<file path="src/rtl/register_file.sv">
// Architectural register file with ROB rename tags, commit release and flush.
// Optional same-cycle commit bypass on queries: define RF_BYPASS_EN.
module register_file #(
    parameter int ROB_SIZE_BIT = 5
) (
    input  logic                    clk_in,
    input  logic                    rst_in,
    input  logic                    rdy_in,
    input  logic                    rob_clear,
    input  logic                    is_update_val,
    input  logic [4:0]              update_val_id,
    input  logic [ROB_SIZE_BIT-1:0] update_val_dep,
    input  logic [31:0]             update_val,
    input  logic                    is_update_dep,
    input  logic [4:0]              update_dep_id,
    input  logic [ROB_SIZE_BIT-1:0] update_dep,
    input  logic [4:0]              rf_qry1_id,
    input  logic [4:0]              rf_qry2_id,
    output logic                    rf_qry1_busy,
    output logic                    rf_qry2_busy,
    output logic [ROB_SIZE_BIT-1:0] rf_qry1_dep,
    output logic [ROB_SIZE_BIT-1:0] rf_qry2_dep,
    output logic [31:0]             rf_qry1_val,
    output logic [31:0]             rf_qry2_val
);

    logic [31:0]             val_q  [32];
    logic                    busy_q [32];
    logic [ROB_SIZE_BIT-1:0] dep_q  [32];

    logic commit_en;
    logic rename_en;
    logic release_en;

    assign commit_en  = rdy_in && !rob_clear && is_update_val
                        && (update_val_id != 5'd0);
    assign rename_en  = rdy_in && !rob_clear && is_update_dep
                        && (update_dep_id != 5'd0);
    assign release_en = commit_en && busy_q[update_val_id]
                        && (dep_q[update_val_id] == update_val_dep);

    // Rename is written after the release so it wins on the same register.
    always_ff @(posedge clk_in or posedge rst_in) begin
        if (rst_in) begin
            for (int i = 0; i < 32; i++) begin
                val_q[i]  <= '0;
                busy_q[i] <= 1'b0;
                dep_q[i]  <= '0;
            end
        end else if (rdy_in) begin
            if (rob_clear) begin
                for (int i = 0; i < 32; i++) begin
                    busy_q[i] <= 1'b0;
                    dep_q[i]  <= '0;
                end
            end else begin
                if (commit_en) begin
                    val_q[update_val_id] <= update_val;
                end
                if (release_en) begin
                    busy_q[update_val_id] <= 1'b0;
                end
                if (rename_en) begin
                    busy_q[update_dep_id] <= 1'b1;
                    dep_q[update_dep_id]  <= update_dep;
                end
            end
        end
    end

    logic [4:0]              qid    [2];
    logic                    q_busy [2];
    logic [ROB_SIZE_BIT-1:0] q_dep  [2];
    logic [31:0]             q_val  [2];

    assign qid[0] = rf_qry1_id;
    assign qid[1] = rf_qry2_id;

    always_comb begin
        for (int q = 0; q < 2; q++) begin
            q_busy[q] = busy_q[qid[q]];
            q_dep[q]  = dep_q[qid[q]];
            q_val[q]  = val_q[qid[q]];
            if (qid[q] == 5'd0) begin
                q_busy[q] = 1'b0;
                q_dep[q]  = '0;
                q_val[q]  = '0;
            end
`ifdef RF_BYPASS_EN
            else if (release_en && (qid[q] == update_val_id)) begin
                q_busy[q] = 1'b0;
                q_val[q]  = update_val;
            end
`endif
        end
    end

    assign rf_qry1_busy = q_busy[0];
    assign rf_qry1_dep  = q_dep[0];
    assign rf_qry1_val  = q_val[0];
    assign rf_qry2_busy = q_busy[1];
    assign rf_qry2_dep  = q_dep[1];
    assign rf_qry2_val  = q_val[1];

endmodule

</file>
<file path="config.mk">
export PLATFORM = sky130hd
export DESIGN_NAME = register_file
export DESIGN_NICKNAME = d
export VERILOG_FILES = /design/src/rtl/register_file.sv
export SDC_FILE = /design/constraint.sdc
export NUM_CORES = 2
export LEC_CHECK = 0
export BUFFER_PORTS_ARGS = -buffer_cell sky130_fd_sc_hd__buf_2
export CAP_MARGIN = 20
export CORE_MARGIN = 2
export CORE_UTILIZATION = 58
export CTS_CLUSTER_SIZE = 20
export DETAILED_ROUTE_END_ITERATION = 10
export PLACE_DENSITY = 0.78
export SYNTH_ARGS = -nofsm -noshare
export SYNTH_HDL_FRONTEND = slang
export SYNTH_SLANG_ARGS = --single-unit
</file>
<file path="constraint.sdc">
create_clock -name clk_in -period 34.7 [get_ports clk_in]
set_input_delay 3.47 -clock clk_in [delete_from_list [all_inputs] [get_ports clk_in]]
set_output_delay 3.47 -clock clk_in [all_outputs]
set_load 0.02 [all_outputs]
</file>
# Word-level counts from Yosys, hierarchy flattened
# Index checks and enable logic that the tools add are counted.
dict set report op_classes {
  n_eq_ne 1
  reduce_logical 17
  muxes 47
  n_lt_le_gt_ge 6
  n_bitwise 8
}
# operator n
set op_table {}
lappend op_table {{1024-bit bitwise mux} 1}
lappend op_table {{32-bit 2-to-1 mux} 12}
lappend op_table {{32-bit binary-select mux with 5-bit select} 2}
lappend op_table {{160-bit 2-to-1 mux} 2}
lappend op_table {{160-bit bitwise mux} 1}
lappend op_table {{32-bit demux with 5-bit select} 1}
lappend op_table {{5-bit binary-select mux with 5-bit select} 3}
lappend op_table {{5-bit 2-to-1 mux} 9}
lappend op_table {{32-bit AND} 1}
lappend op_table {{32-bit NOT} 1}
lappend op_table {{32-bit bitwise OR} 1}
lappend op_table {{5-bit demux with 5-bit select} 1}
lappend op_table {{6-bit greater-or-equal comparator (second input constant)} 4}
lappend op_table {{5-bit NOT with 6-bit output} 4}
lappend op_table {{1-bit binary-select mux with 5-bit select} 3}
lappend op_table {{6-bit by 1-bit < comparator with 1-bit output (second input constant)} 2}
lappend op_table {{1-bit demux with 5-bit select} 2}
lappend op_table {{5-bit logical NOT} 2}
lappend op_table {{1-bit 2-to-1 mux} 10}
lappend op_table {{5-bit nonzero test} 2}
lappend op_table {{1-bit logical AND} 9}
lappend op_table {{5-bit == test} 1}
lappend op_table {{3-bit AND reduction} 1}
lappend op_table {{2-bit AND reduction} 1}
lappend op_table {{3 further kinds} 3}
dict set report totals {
  register_bits 1216
  out_inout_bits 76
}

# Longest topological paths before layout
dict set report depth {
  ltp_word 13
  ltp_mapped 12
  depth_no_buf 7
}

# Worst setup path before layout
# Ideal clock, no wire load.
dict set report synth_path {
  path_kind {input port to output port}
  start {input port rf_qry1_id[0]}
  end {output port rf_qry1_val[11]}
  t_arrival_ns 5.806
  path_buffers 4
  stages 8
  path_slack_ns 25.424
  cell_sequence {clkbuf_1 buf_2 buf_1 clkbuf_1 mux4_2 mux4_2 mux2i_1 nor2_1}
}
dict set report synth_between {
  elab_chain_len 5
  word_cells_on_any_way 6
  cone_classes {4 x mux; 1 x bitwise; 1 x reduce/logical}
}
# element line
set synth_lines {}
lappend synth_lines {{from (decl)} 17} ;# input logic [4:0] rf_qry1_id,
lappend synth_lines {{5-bit NOT with 6-bit output (not written as such)} 83} ;# q_val[q] = val_q[qid[q]];
lappend synth_lines {{32-bit binary-select mux with 5-bit select} 83}
lappend synth_lines {{32-bit 2-to-1 mux (not written as such) (2 in series)} 83}
lappend synth_lines {{32-bit 2-to-1 mux (*)} 84} ;# if (qid[q] == 5'd0) begin
lappend synth_lines {{to (decl)} 23} ;# output logic [31:0] rf_qry1_val,
# Every way passes the cells marked *; elsewhere a longest branch is shown, timed or not. The select of a mux whose other input is x is not followed.

# Final worst setup path
dict set report layout_path {
  start {input port rf_qry1_id[1]}
  end {output port rf_qry1_val[30]}
}
# The elaborated chain is that of the path after synthesis.

==> run summary <==
## Run status
• completed — status

## Synth
• 1,216 x sky130_fd_sc_hd__dfrtp_1, 992 x sky130_fd_sc_hd__mux2_2, 768 x sky130_fd_sc_hd__mux4_2 — top cells by count, synth
• 45.8% — area share of the largest cell type after synthesis
• sky130_fd_sc_hd__dfrtp_1 — dominant register cell in the synthesized netlist
• sky130_fd_sc_hd__dfrtp_1 — top-count cell post-synth
• 4,496 — synthesized netlist net count
• 46 — count of different cell masters after synthesis
• 4,428 — Synth Instances
• 100% — proportion of synthesized flip-flops having asynchronous set or reset
• 15.0 um2 — syn avg cell area
• 0.0664 mm2 — post-synthesis cell area
• 0 — number of warning messages in the yosys log
• sky130_fd_sc_hd__dfrtp_1 — leading area contributor after synthesis
• 1,216 — register bit count reported by yosys
• 45.8% — sequential element share of the synthesized area
• sky130_fd_sc_hd__dfrtp_1 46%, sky130_fd_sc_hd__mux4_2 26%, sky130_fd_sc_hd__mux2_2 17% — largest cells by area after synthesis
• 0 — number of enable flip-flop cells after synthesis

## Layout
• 0.0342 mm2 — footprint of the multi-input gates
• 8,086 — Filler Cell Count
• 4,374 — Net count, final
• 9.76% — Area growth, synth to finish
• 0.0304 mm2 — area occupied by registers
• 50.9% — share of post-route cells with drive strength above 1
• 5,929 — number of cells in the finished layout apart from fillers

## Floorplan
• 0.114 mm2 — core area
• 342 um — x dimension of the die
• 58.3% — Starting Density
• 0.117 mm2 — Die Area
• 144 — boundary pin count
• 124 — row count
• 342 um — die height

## Power
• 3.56 mW — Final Power
• 0.914 mW — total net switching power
• 0.0000438 V — peak supply drop
• 48.8 mW/mm2 — power density cells
• 12.8% — combinational share of power
• 32.7 nW — leakage power
• 25.7% — net switching fraction of the power
• 2.65 mW — design internal power
• 42.2% — clock group share of total power
• 45.0% — relative contribution of sequential cells to total power

## CTS
• 0 — number of buffers inserted by post-CTS setup repair
• 3 — deepest clock path buffer count
• 4 — count of H-tree levels built during CTS
• 0.06 ns — clock-pin slew on the worst setup and hold paths
• sky130_fd_sc_hd__clkbuf_16 — Root Buffer
• 0 — post-cts sizing count
• 134 — number of buffers added by the clock tree synthesis step
• done — CTS tree
• 0 — number of buffers added to fix hold violations after cts
• 1,216 — CTS Sinks
• 0.76 ns — worst-skew pair later-pin latency

## Timing
• 85.0 MHz — FMAX
• 20.6% — Max-slew headroom
• 11.76 ns — clock period minus final worst setup slack
• 0.0273 ns — clock skew
• 1.19 ns — Worst Max-Slew Pin Slew
• no — RSZ-0062 raised after global routing
• 0 — Final Max Slew Viols
• 0 — final setup violation count
• 0.394 ns — hold slack final
• 0 ns — TNS Setup
• 33.9% — share of the clock period used by the worst path
• 0 — final number of hold-violating endpoints

## Route
• 0 — final antenna-violating net count
• 0 — DRC viols
• 5,240 — drt initial violations
• 190,000 um — post-detailed-routing wire length
• 7.20 — average vias per placed instance
• 42,700 — vias
• 8 — router iterations before antenna repair
• 32.0 um — average wire per standard cell

## GRT
• 191 — maximum number of pins on one net before global-route repair
• 44,200 — vias in the first global route
• 286,000 um — global-route wire length before repair
• 8 — number of antenna violations at the first check in global routing
• 0 — GR Overflow Total
• 33.1% — Overall Global Routing Usage

## Worst hold path
• reg -> reg — Hold/Removal Path Class

## Worst setup path
• primary input — CP Launch Type
• in -> out — Critical Setup Path Class
• 8.29 ns — Critical Path AT
• primary output — sort of element at the end of the critical path
• 31.23 ns — worst path required time
• 129 — maximum fanout encountered on the critical timing path

## Placement
• 143 — number of I/O port buffers
• 0.974 — routability cong.
• 5,677 — count of placed standard cells including taps
• 105,000 um — total half-perimeter wirelength after legalization and detailed placement

## Flow run
• 0 — number of violations of the max-capacitance limit

-- state kept, by name (all words and copies together), names as in the netlist --
register	cells
dep_q	160
busy_q	32
val_q	1024
-- stage by stage --
stage          setup slack (ns)  utilization [%]  cell area (um2)
2_1_floorplan             14.43                -            66400
3_3_place_gp              22.99             59.7            68000
3_5_place_dp              23.03             59.8            68100
4_1_cts                   23.01             63.9            72800
5_1_grt                   22.83             64.0            72900
6_report                  22.94             64.0            72900
-- worst paths after layout --
check / cells after the start / start / end / slack (ns)
max: 9 / rf_qry1_id[1] / rf_qry1_val[30] / 22.94
min in group asynchronous: 3 / rst_in / dep_q[152] / 2.97
min reg2reg: 0 / val_q[1012] / val_q[1012] / 0.39
min: 0 / val_q[1012] / val_q[1012] / 0.39
max in group asynchronous: 8 / rst_in / val_q[886] / 27.91
max reg2reg: 8 / dep_q[147] / busy_q[30] / 31.33
-- cells by family after synthesis --
kind of cell | count (synthesis) | synth area share (%)
buffers and inverters | 516 | 3.12
AOI/OAI and AO/OA | 300 | 2.52
DFF | 1216 | 45.8
muxes | 1916 | 45.2
and+or+nand+nor | 480 | 3.32
-- critical path, cell delays in order --
cell and delay [ns]:
sky130_fd_sc_hd__buf_8 0.45, sky130_fd_sc_hd__buf_12 0.72, sky130_fd_sc_hd__buf_4 0.77, sky130_fd_sc_hd__buf_4 0.86
sky130_fd_sc_hd__mux4_2 0.61, sky130_fd_sc_hd__mux4_2 0.45, sky130_fd_sc_hd__mux2i_1 0.50, sky130_fd_sc_hd__nor2_1 0.11
sky130_fd_sc_hd__buf_2 0.19
-- cells in the final DEF (no fill, tap or decap), types with 17 or more instances in the layout --
| cell type | count |
|---|---|
| sky130_fd_sc_hd__inv_1 | 35 |
| sky130_fd_sc_hd__nor4_1 | 22 |
| sky130_fd_sc_hd__buf_4 | 68 |
| sky130_fd_sc_hd__clkbuf_1 | 23 |
| sky130_fd_sc_hd__dfrtp_1 | 1216 |
| sky130_fd_sc_hd__mux2i_1 | 156 |
| sky130_fd_sc_hd__a22oi_1 | 31 |
| sky130_fd_sc_hd__nor2_1 | 103 |
| sky130_fd_sc_hd__nand2_1 | 232 |
| sky130_fd_sc_hd__buf_2 | 132 |
| sky130_fd_sc_hd__mux2_2 | 992 |
| sky130_fd_sc_hd__clkinv_2 | 19 |
| sky130_fd_sc_hd__nor2_4 | 23 |
| sky130_fd_sc_hd__mux4_2 | 768 |
| sky130_fd_sc_hd__nor4b_1 | 17 |
| sky130_fd_sc_hd__clkbuf_8 | 35 |
| sky130_fd_sc_hd__o21ai_0 | 212 |
| sky130_fd_sc_hd__o22ai_1 | 40 |
| sky130_fd_sc_hd__clkbuf_16 | 136 |
-- routing by layer --
metal	up-vias	track usage (%)	wire, um
met4	6	14.3	8700
met1	22800	44.9	71500
li1	16900	-	-
met2	2436	51.7	90800
met3	555	7.86	18500
met5	-	0	41
-- power groups by stage --
stage	Clock, mW	Sequential (mW)	Combinational [mW]
3_5_place_dp	0	1.62	0.454
6_report	1.50	1.60	0.456
3_3_place_gp	0	1.61	0.443
2_1_floorplan	0	1.60	0.355
5_1_grt	1.57	1.61	0.486
4_1_cts	1.52	1.60	0.456
-- area by class of cell --
type                            count  share of cell area [%]
Antenna cell                        4                  0.0137
Clock buffer                      194                    5.45
Clock inverter                     49                   0.953
Inverter                           36                   0.191
Multi-Input combinational cell   2696                    46.9
Sequential cell                  1216                    41.7
Tap cell                         1512                    2.60
Timing Repair Buffer              222                    2.20
Note: power is estimated with default switching activity, not from simulation.
